### config.mk
export PLATFORM = sky130hd
export DESIGN_NAME = fp_multiply_unit
export DESIGN_NICKNAME = d
export VERILOG_FILES = /design/src/rtl/fp_mul_pkg.sv /design/src/rtl/fp_round_rne.sv /design/src/rtl/fp_multiply_unit.sv
export SDC_FILE = /design/constraint.sdc
export NUM_CORES = 2
export LEC_CHECK = 0
export CORE_MARGIN = 4
export CORE_UTILIZATION = 53
export CTS_CLUSTER_SIZE = 10
export DETAILED_ROUTE_END_ITERATION = 16
export PLACE_DENSITY = 0.81
export SKIP_LAST_GASP = 1
export SYNTH_ARGS = -nofsm -noshare
export SYNTH_HDL_FRONTEND = slang
export SYNTH_SLANG_ARGS = --single-unit
export TNS_END_PERCENT = 20
### constraint.sdc
create_clock -name clk_i -period 6.3 [get_ports clk_i]
set_input_delay 1.26 -clock clk_i [delete_from_list [all_inputs] [get_ports clk_i]]
set_output_delay 1.26 -clock clk_i [all_outputs]
set_load 0.005 [all_outputs]
### src/rtl/fp_mul_pkg.sv
// Shared types for the floating-point multiplier: FSM states and flag bit positions.
package fp_mul_pkg;

  typedef enum logic [2:0] {
    IDLE      = 3'd0,
    MULTIPLY  = 3'd1,
    NORMALIZE = 3'd2,
    ROUND     = 3'd3,
    DONE      = 3'd4
  } state_t;

  localparam int unsigned FLAG_W         = 4;
  localparam int unsigned FLAG_INEXACT   = 0;
  localparam int unsigned FLAG_UNDERFLOW = 1;
  localparam int unsigned FLAG_OVERFLOW  = 2;
  localparam int unsigned FLAG_INVALID   = 3;

endpackage

### src/rtl/fp_round_rne.sv
// Rounds a normalised significand, renormalises on carry-out and applies overflow/underflow.
// Round-to-nearest-even when FP_MUL_ROUND_EN is defined, truncation otherwise.
module fp_round_rne
  import fp_mul_pkg::*;
#(
  parameter int unsigned EXP_W = 8,
  parameter int unsigned MAN_W = 23
) (
  input  logic                       i_sign,
  input  logic signed [EXP_W+1:0]    i_exp,
  input  logic [MAN_W-1:0]           i_man,
  input  logic                       i_guard,
  input  logic                       i_round,
  input  logic                       i_sticky,
  output logic [EXP_W+MAN_W:0]       o_result_c,
  output logic [FLAG_W-1:0]          o_flags_c
);

  localparam int unsigned ES      = EXP_W + 2;
  localparam int unsigned EXP_MAX = (2 ** EXP_W) - 1;

  logic                    w_up;
  logic                    w_inexact;
  logic [MAN_W:0]          w_sum;
  logic [MAN_W-1:0]        w_man;
  logic signed [ES-1:0]    w_exp_adj;

`ifdef FP_MUL_ROUND_EN
  assign w_up = i_guard & (i_round | i_sticky | i_man[0]);
`else
  assign w_up = 1'b0;
`endif

  assign w_inexact = i_guard | i_round | i_sticky;
  assign w_sum     = {1'b0, i_man} + (MAN_W+1)'(w_up);
  // Carry out of the mantissa means 1.111..+ulp = 10.000..: bump exponent, mantissa wraps to zero.
  assign w_man     = w_sum[MAN_W] ? '0 : w_sum[MAN_W-1:0];
  assign w_exp_adj = i_exp + $signed({{(ES-1){1'b0}}, w_sum[MAN_W]});

  always_comb begin
    o_result_c = {i_sign, w_exp_adj[EXP_W-1:0], w_man};
    o_flags_c  = '0;
    o_flags_c[FLAG_INEXACT] = w_inexact;
    if (w_exp_adj >= $signed(ES'(EXP_MAX))) begin
      o_result_c = {i_sign, {EXP_W{1'b1}}, {MAN_W{1'b0}}};
      o_flags_c[FLAG_OVERFLOW] = 1'b1;
      o_flags_c[FLAG_INEXACT]  = 1'b1;
    end else if (w_exp_adj <= $signed(ES'(0))) begin
      o_result_c = {i_sign, {(EXP_W+MAN_W){1'b0}}};
      o_flags_c[FLAG_UNDERFLOW] = 1'b1;
      o_flags_c[FLAG_INEXACT]   = 1'b1;
    end
  end

endmodule

### src/rtl/fp_multiply_unit.sv
// Multi-cycle IEEE-style multiplier: IDLE->MULTIPLY->NORMALIZE->ROUND->DONE with valid/ready handshakes.
// Define FP_MUL_ROUND_EN for round-to-nearest-even; default build truncates.
module fp_multiply_unit
  import fp_mul_pkg::*;
#(
  parameter int unsigned EXP_W = 8,
  parameter int unsigned MAN_W = 23
) (
  input  logic                     clk_i,
  input  logic                     reset_i,
  input  logic                     valid_i,
  output logic                     ready_o,
  input  logic [EXP_W+MAN_W:0]     a_i,
  input  logic [EXP_W+MAN_W:0]     b_i,
  output logic                     valid_o,
  input  logic                     ready_i,
  output logic [EXP_W+MAN_W:0]     product_o,
  output logic [FLAG_W-1:0]        flags_o
);

  localparam int unsigned W    = 1 + EXP_W + MAN_W;
  localparam int unsigned SW   = MAN_W + 1;
  localparam int unsigned PW   = 2 * SW;
  localparam int unsigned ES   = EXP_W + 2;
  localparam int unsigned BIAS = (2 ** (EXP_W - 1)) - 1;
  localparam logic [W-1:0] QNAN = {1'b0, {EXP_W{1'b1}}, 1'b1, {(MAN_W-1){1'b0}}};

  state_t                r_state, w_next_state;
  logic [W-1:0]          r_a, r_b;
  logic [PW-1:0]         r_prod;
  logic                  r_sign;
  logic signed [ES-1:0]  r_exp;
  logic                  r_spec;
  logic [W-1:0]          r_spec_res;
  logic [FLAG_W-1:0]     r_spec_flags;
  logic [MAN_W-1:0]      r_man;
  logic                  r_guard, r_round, r_sticky;
  logic [W-1:0]          r_product;
  logic [FLAG_W-1:0]     r_flags;
  logic                  r_valid, r_ready;

  logic [EXP_W-1:0]      w_ea, w_eb;
  logic [MAN_W-1:0]      w_ma, w_mb;
  logic                  w_a_zero, w_b_zero, w_a_inf, w_b_inf, w_a_nan, w_b_nan;
  logic                  w_sign;
  logic [PW-1:0]         w_prod;
  logic signed [ES-1:0]  w_exp_sum;
  logic                  w_spec;
  logic [W-1:0]          w_spec_res;
  logic [FLAG_W-1:0]     w_spec_flags;
  logic                  w_msb;
  logic [MAN_W-1:0]      w_norm_man;
  logic                  w_norm_g, w_norm_r, w_norm_s;
  logic [W-1:0]          w_rnd_res;
  logic [FLAG_W-1:0]     w_rnd_flags;

  // Next-state logic
  always_comb begin
    w_next_state = r_state;
    case (r_state)
      IDLE:      if (valid_i) w_next_state = MULTIPLY;
      MULTIPLY:  w_next_state = NORMALIZE;
      NORMALIZE: w_next_state = ROUND;
      ROUND:     w_next_state = DONE;
      DONE:      if (ready_i) w_next_state = IDLE;
      default:   w_next_state = IDLE;
    endcase
  end

  always_ff @(posedge clk_i or posedge reset_i) begin
    if (reset_i) begin
      r_state <= IDLE;
      r_valid <= 1'b0;
      r_ready <= 1'b1;
    end else begin
      r_state <= w_next_state;
      r_valid <= (w_next_state == DONE);
      r_ready <= (w_next_state == IDLE);
    end
  end

  // Operand decode; exp==0 is treated as zero regardless of mantissa
  assign w_ea     = r_a[W-2 -: EXP_W];
  assign w_eb     = r_b[W-2 -: EXP_W];
  assign w_ma     = r_a[MAN_W-1:0];
  assign w_mb     = r_b[MAN_W-1:0];
  assign w_a_zero = (w_ea == '0);
  assign w_b_zero = (w_eb == '0);
  assign w_a_inf  = (w_ea == '1) && (w_ma == '0);
  assign w_b_inf  = (w_eb == '1) && (w_mb == '0);
  assign w_a_nan  = (w_ea == '1) && (w_ma != '0);
  assign w_b_nan  = (w_eb == '1) && (w_mb != '0);
  assign w_sign   = r_a[W-1] ^ r_b[W-1];

  assign w_prod    = PW'({1'b1, w_ma}) * PW'({1'b1, w_mb});
  assign w_exp_sum = $signed(ES'(w_ea)) + $signed(ES'(w_eb)) - $signed(ES'(BIAS));

  always_comb begin
    w_spec       = 1'b1;
    w_spec_res   = '0;
    w_spec_flags = '0;
    if (w_a_nan || w_b_nan) begin
      w_spec_res = QNAN;
    end else if ((w_a_inf && w_b_zero) || (w_b_inf && w_a_zero)) begin
      w_spec_res = QNAN;
      w_spec_flags[FLAG_INVALID] = 1'b1;
    end else if (w_a_inf || w_b_inf) begin
      w_spec_res = {w_sign, {EXP_W{1'b1}}, {MAN_W{1'b0}}};
    end else if (w_a_zero || w_b_zero) begin
      w_spec_res = {w_sign, {(W-1){1'b0}}};
    end else begin
      w_spec = 1'b0;
    end
  end

  // Product in [1,4): when the top bit is set, the window moves up one bit (right shift by one)
  assign w_msb = r_prod[PW-1];
  always_comb begin
    w_norm_man = r_prod[PW-3 -: MAN_W];
    w_norm_g   = r_prod[MAN_W-1];
    w_norm_r   = r_prod[MAN_W-2];
    w_norm_s   = |r_prod[MAN_W-3:0];
    if (w_msb) begin
      w_norm_man = r_prod[PW-2 -: MAN_W];
      w_norm_g   = r_prod[MAN_W];
      w_norm_r   = r_prod[MAN_W-1];
      w_norm_s   = |r_prod[MAN_W-2:0];
    end
  end

  fp_round_rne #(
    .EXP_W (EXP_W),
    .MAN_W (MAN_W)
  ) u_round (
    .i_sign     (r_sign),
    .i_exp      (r_exp),
    .i_man      (r_man),
    .i_guard    (r_guard),
    .i_round    (r_round),
    .i_sticky   (r_sticky),
    .o_result_c (w_rnd_res),
    .o_flags_c  (w_rnd_flags)
  );

  // Datapath registers, advanced by the current state
  always_ff @(posedge clk_i or posedge reset_i) begin
    if (reset_i) begin
      r_a          <= '0;
      r_b          <= '0;
      r_prod       <= '0;
      r_sign       <= 1'b0;
      r_exp        <= '0;
      r_spec       <= 1'b0;
      r_spec_res   <= '0;
      r_spec_flags <= '0;
      r_man        <= '0;
      r_guard      <= 1'b0;
      r_round      <= 1'b0;
      r_sticky     <= 1'b0;
      r_product    <= '0;
      r_flags      <= '0;
    end else begin
      case (r_state)
        IDLE: begin
          if (valid_i) begin
            r_a <= a_i;
            r_b <= b_i;
          end
        end
        MULTIPLY: begin
          r_prod       <= w_prod;
          r_sign       <= w_sign;
          r_exp        <= w_exp_sum;
          r_spec       <= w_spec;
          r_spec_res   <= w_spec_res;
          r_spec_flags <= w_spec_flags;
        end
        NORMALIZE: begin
          r_man    <= w_norm_man;
          r_guard  <= w_norm_g;
          r_round  <= w_norm_r;
          r_sticky <= w_norm_s;
          r_exp    <= r_exp + $signed({{(ES-1){1'b0}}, w_msb});
        end
        ROUND: begin
          r_product <= r_spec ? r_spec_res   : w_rnd_res;
          r_flags   <= r_spec ? r_spec_flags : w_rnd_flags;
        end
        default: ;
      endcase
    end
  end

  assign ready_o   = r_ready;
  assign valid_o   = r_valid;
  assign product_o = r_product;
  assign flags_o   = r_flags;

endmodule

==> impl_metrics.py <==
metrics = {
    "yosys": {
        "synthDistinctLibCells": 77,
        "synth-seq-cells": 195,
        "async_flop_share_pct": 100.0,
        "yosysTopAreaCell": "fa_1",
        "synth_top_area_share_pct": 35.70,
        "synth_edf_count": 0,
        "syn_nets": 3638,
        "syn_avg_cell_area_um2": 9.350,
        "ys_seq_area_share_pct": 18.02,
        "yosysWarnings": 0,
        "netlist_instances": 2897,
        "ys.flop_type": "dfrtp_1",
        "syn_area_mm2": 0.02709,
        "synthTopCellsByArea": "fa_1 36%, dfrtp_1 18%, ha_1 8.8%",
    },
    "drt": {
        "drc_errors": 0,
        "vias": 21710,
        "via_per_inst": 5.578,
        "drt-pass1-iter-count": 6,
        "drt_iter0_markers": 2002,
        "final_antenna_net_count": 0,
        "wl_per_cell_um": 19.85,
        "routed_wl_um": 77240,
    },
    "global_routing": {
        "antenna_found_initial": 5,
        "grt_max_degree": 173,
        "overflow": 0,
        "grt_pass1_wl_um": 124800,
        "grt_pass1_vias": 23760,
        "track_usage_pct": 29.40,
    },
    "place": {
        "place_hpwl_um": 62330,
        "place_congestion": 0.9753,
        "pre_cts_slack_ns": -0.6154,
        "numPortBuffers": 105,
    },
    "sta": {
        "skew_ns": 0.01706,
        "setup_slack_ns": -0.3615,
        "slew_headroom_pct": 27.91,
        "period_needed_ns": 6.662,
        "slew_viol_final": 0,
        "worstMarginPinSlew_ns": 1.081,
        "setup_viol": 25,
        "max_freq_mhz": 150.1,
        "rsz0062_at_grt": "true",
        "tns_ns": -5.345,
        "hold_viol_final": 0,
        "fin_crit_sh_pct": 105.7,
    },
    "die": {
        "ios": 106,
        "rows": 82,
        "core_mm2": 0.05038,
        "dieWidth_um": 234.1,
        "die_h_um": 234.1,
        "initial_core_util_pct": 53.77,
        "die_area_mm2": 0.05479,
    },
    "clocking": {
        "tritoncts": "built",
        "htreeDepth": 4,
        "path_clk_slew_ns": 0.08,
        "clock-sinks": 195,
        "cts_max_path_buffers": 2,
        "clkLatencyLatePin_ns": 0.48,
        "holdBufCountCts": 0,
        "root_buffer": "clkbuf_16",
        "cts_made_buffers": 17,
    },
    "setup_path": {
        "r2r_end": "r_prod[41]$_DFFE_PP0P_",
        "path_class": "reg -> reg",
        "worstSetupStartpointType": "flop",
        "cp_max_fo": 7,
        "ff2ff_path_depth": 21,
        "end_kind": "flop",
        "rrSetupSlack_ns": -0.36,
        "reg2reg_from": "r_a[8]$_DFFE_PP0P_",
        "cp.required_ns": 6.66,
        "cp.arrival_ns": 7.02,
    },
    "layout": {
        "fin_nets": 3947,
        "layout-drive-gt1-share_pct": 18.14,
        "layout_common_cells": "566 x inv_1, 465 x fa_1, 416 x nand2_1",
        "layout_commonest_cell": "inv_1",
        "area_growth_pct": 20.10,
        "post-route-util_pct": 64.58,
    },
    "worst_hold_path": {
        "hold_path.class": "reg -> reg",
        "whs_endpoint": "r_prod[4]$_DFFE_PP0P_",
        "min_from": "r_prod[4]$_DFFE_PP0P_",
        "whs_path_depth": 2,
    },
    "flow_run": {
        "cap_violations": 0,
    },
    "run_status": {
        "outcome": "complete, but fails checks",
        "violations": "setup timing",
    },
}
[through the flow]
step	hold WS, ns	std cells	area, um2
after floorplan	0.4354	2897	27210
after global placement	0.4521	3811	30830
after detailed placement	0.4604	3811	30830
after CTS	0.4796	3881	32310
after global routing	0.5053	3892	32530
final	0.4775	3892	32530
[sequential cells by signal, summed over array words and instances, names as in the netlist]
register / cells
r_sign: 1
r_prod: 48
r_a: 32
r_state: 3
r_guard: 1
flags_o: 4
r_round: 1
product_o: 32
valid_o: 1
r_spec_flags: 1
r_sticky: 1
ready_o: 1
r_spec: 1
r_exp: 10
r_b: 32
r_man: 23
r_spec_res: 3
[worst max-delay path by stage]
stage | startpoint | to | slack [ns] | cells past startpoint
3_3_place_gp | r_a[7]$_DFFE_PP0P_ | r_prod[38]$_DFFE_PP0P_ | -0.56 | 24
2_1_floorplan | r_b[12]$_DFFE_PP0P_ | r_prod[41]$_DFFE_PP0P_ | -0.25 | 25
6_report | r_a[8]$_DFFE_PP0P_ | r_prod[41]$_DFFE_PP0P_ | -0.36 | 21
5_1_grt | r_b[6]$_DFFE_PP0P_ | r_prod[41]$_DFFE_PP0P_ | -0.53 | 23
4_1_cts | r_a[12]$_DFFE_PP0P_ | r_prod[41]$_DFFE_PP0P_ | -0.29 | 20
3_5_place_dp | r_a[15]$_DFFE_PP0P_ | r_prod[38]$_DFFE_PP0P_ | -0.62 | 24
[per-layer routing]
metal / share of wire, % / routed length, um / GRT usage, %
met5: 0.043 / 33 / 0
met4: 5.0 / 3870 / 12.57
met3: 8.3 / 6392 / 6.560
met2: 49 / 37580 / 48.82
met1: 38 / 29370 / 37.37
[cells in the mapped netlist (3+ instances only)]
master / count
a21o_1: 22
buf_4: 8
xnor2_1: 25
ha_1: 190
nor2b_1: 4
o211ai_1: 5
and3_1: 5
inv_1: 587
nor4_1: 17
nor3_1: 17
a211oi_1: 5
or4_1: 7
clkinv_1: 5
or2_2: 5
clkbuf_1: 137
a22o_1: 22
o21bai_1: 11
o221a_2: 3
and2_1: 236
o21a_1: 7
a31oi_1: 9
o31a_1: 3
mux2_2: 44
fa_1: 483
o21ai_0: 110
a221o_1: 11
nand4_1: 25
nand3_1: 14
nand3b_1: 3
buf_2: 7
o221ai_1: 4
nand2_1: 420
mux2i_1: 26
dfrtp_1: 194
nor2_1: 81
a21oi_1: 68
xor2_1: 19
o31ai_1: 9
[worst max-delay path: stages, from the launching register on]
cell and delay, ns:
dfrtp_2 0.48, buf_4 0.16, buf_6 0.11, buf_4 0.13, nand2_1 0.07, fa_1 0.44, fa_1 0.61, fa_1 0.49
fa_1 0.51, inv_1 0.05, fa_1 0.46, fa_1 0.50, inv_1 0.06, fa_2 0.60, inv_1 0.09, ha_4 0.28
buf_6 0.11, nand4_1 0.26, a2111oi_4 0.49, o21ai_4 0.13, o2111a_1 0.26, a221o_1 0.25
[logic make-up after synthesis]
logic type      Yosys count  share of synthesized area (%)
flops                   195                          18.02
compound gates          319                          7.788
buf+inv                 746                          10.49
fa+ha+maj               673                          44.48
mux                      70                          2.790
simple gates            850                          15.02
xor+xnor                 44                          1.423
[area by class of cell]
cell class,count,area (um2)
antenna,1,2.502
sequential,195,4920
inverter,592,2232
clock buffer,17,425.4
fill,3835,17840
clock inverter,15,180.2
tap,672,840.8
multi-input combinational,1956,19960
timing repair buffer,444,3966
[repair_timing]
| item | in CTS | in global routing |
|---|---|---|
| pin swaps | 83 | 38 |
| resized for setup | 148 | 47 |
| setup endpoints to repair | 32 | 33 |
| cloned | 1 | 0 |
| setup buffers | 38 | 10 |
Power is not shown: default switching activity piles up to over one toggle a cycle in this logic, so the estimate is an artifact.
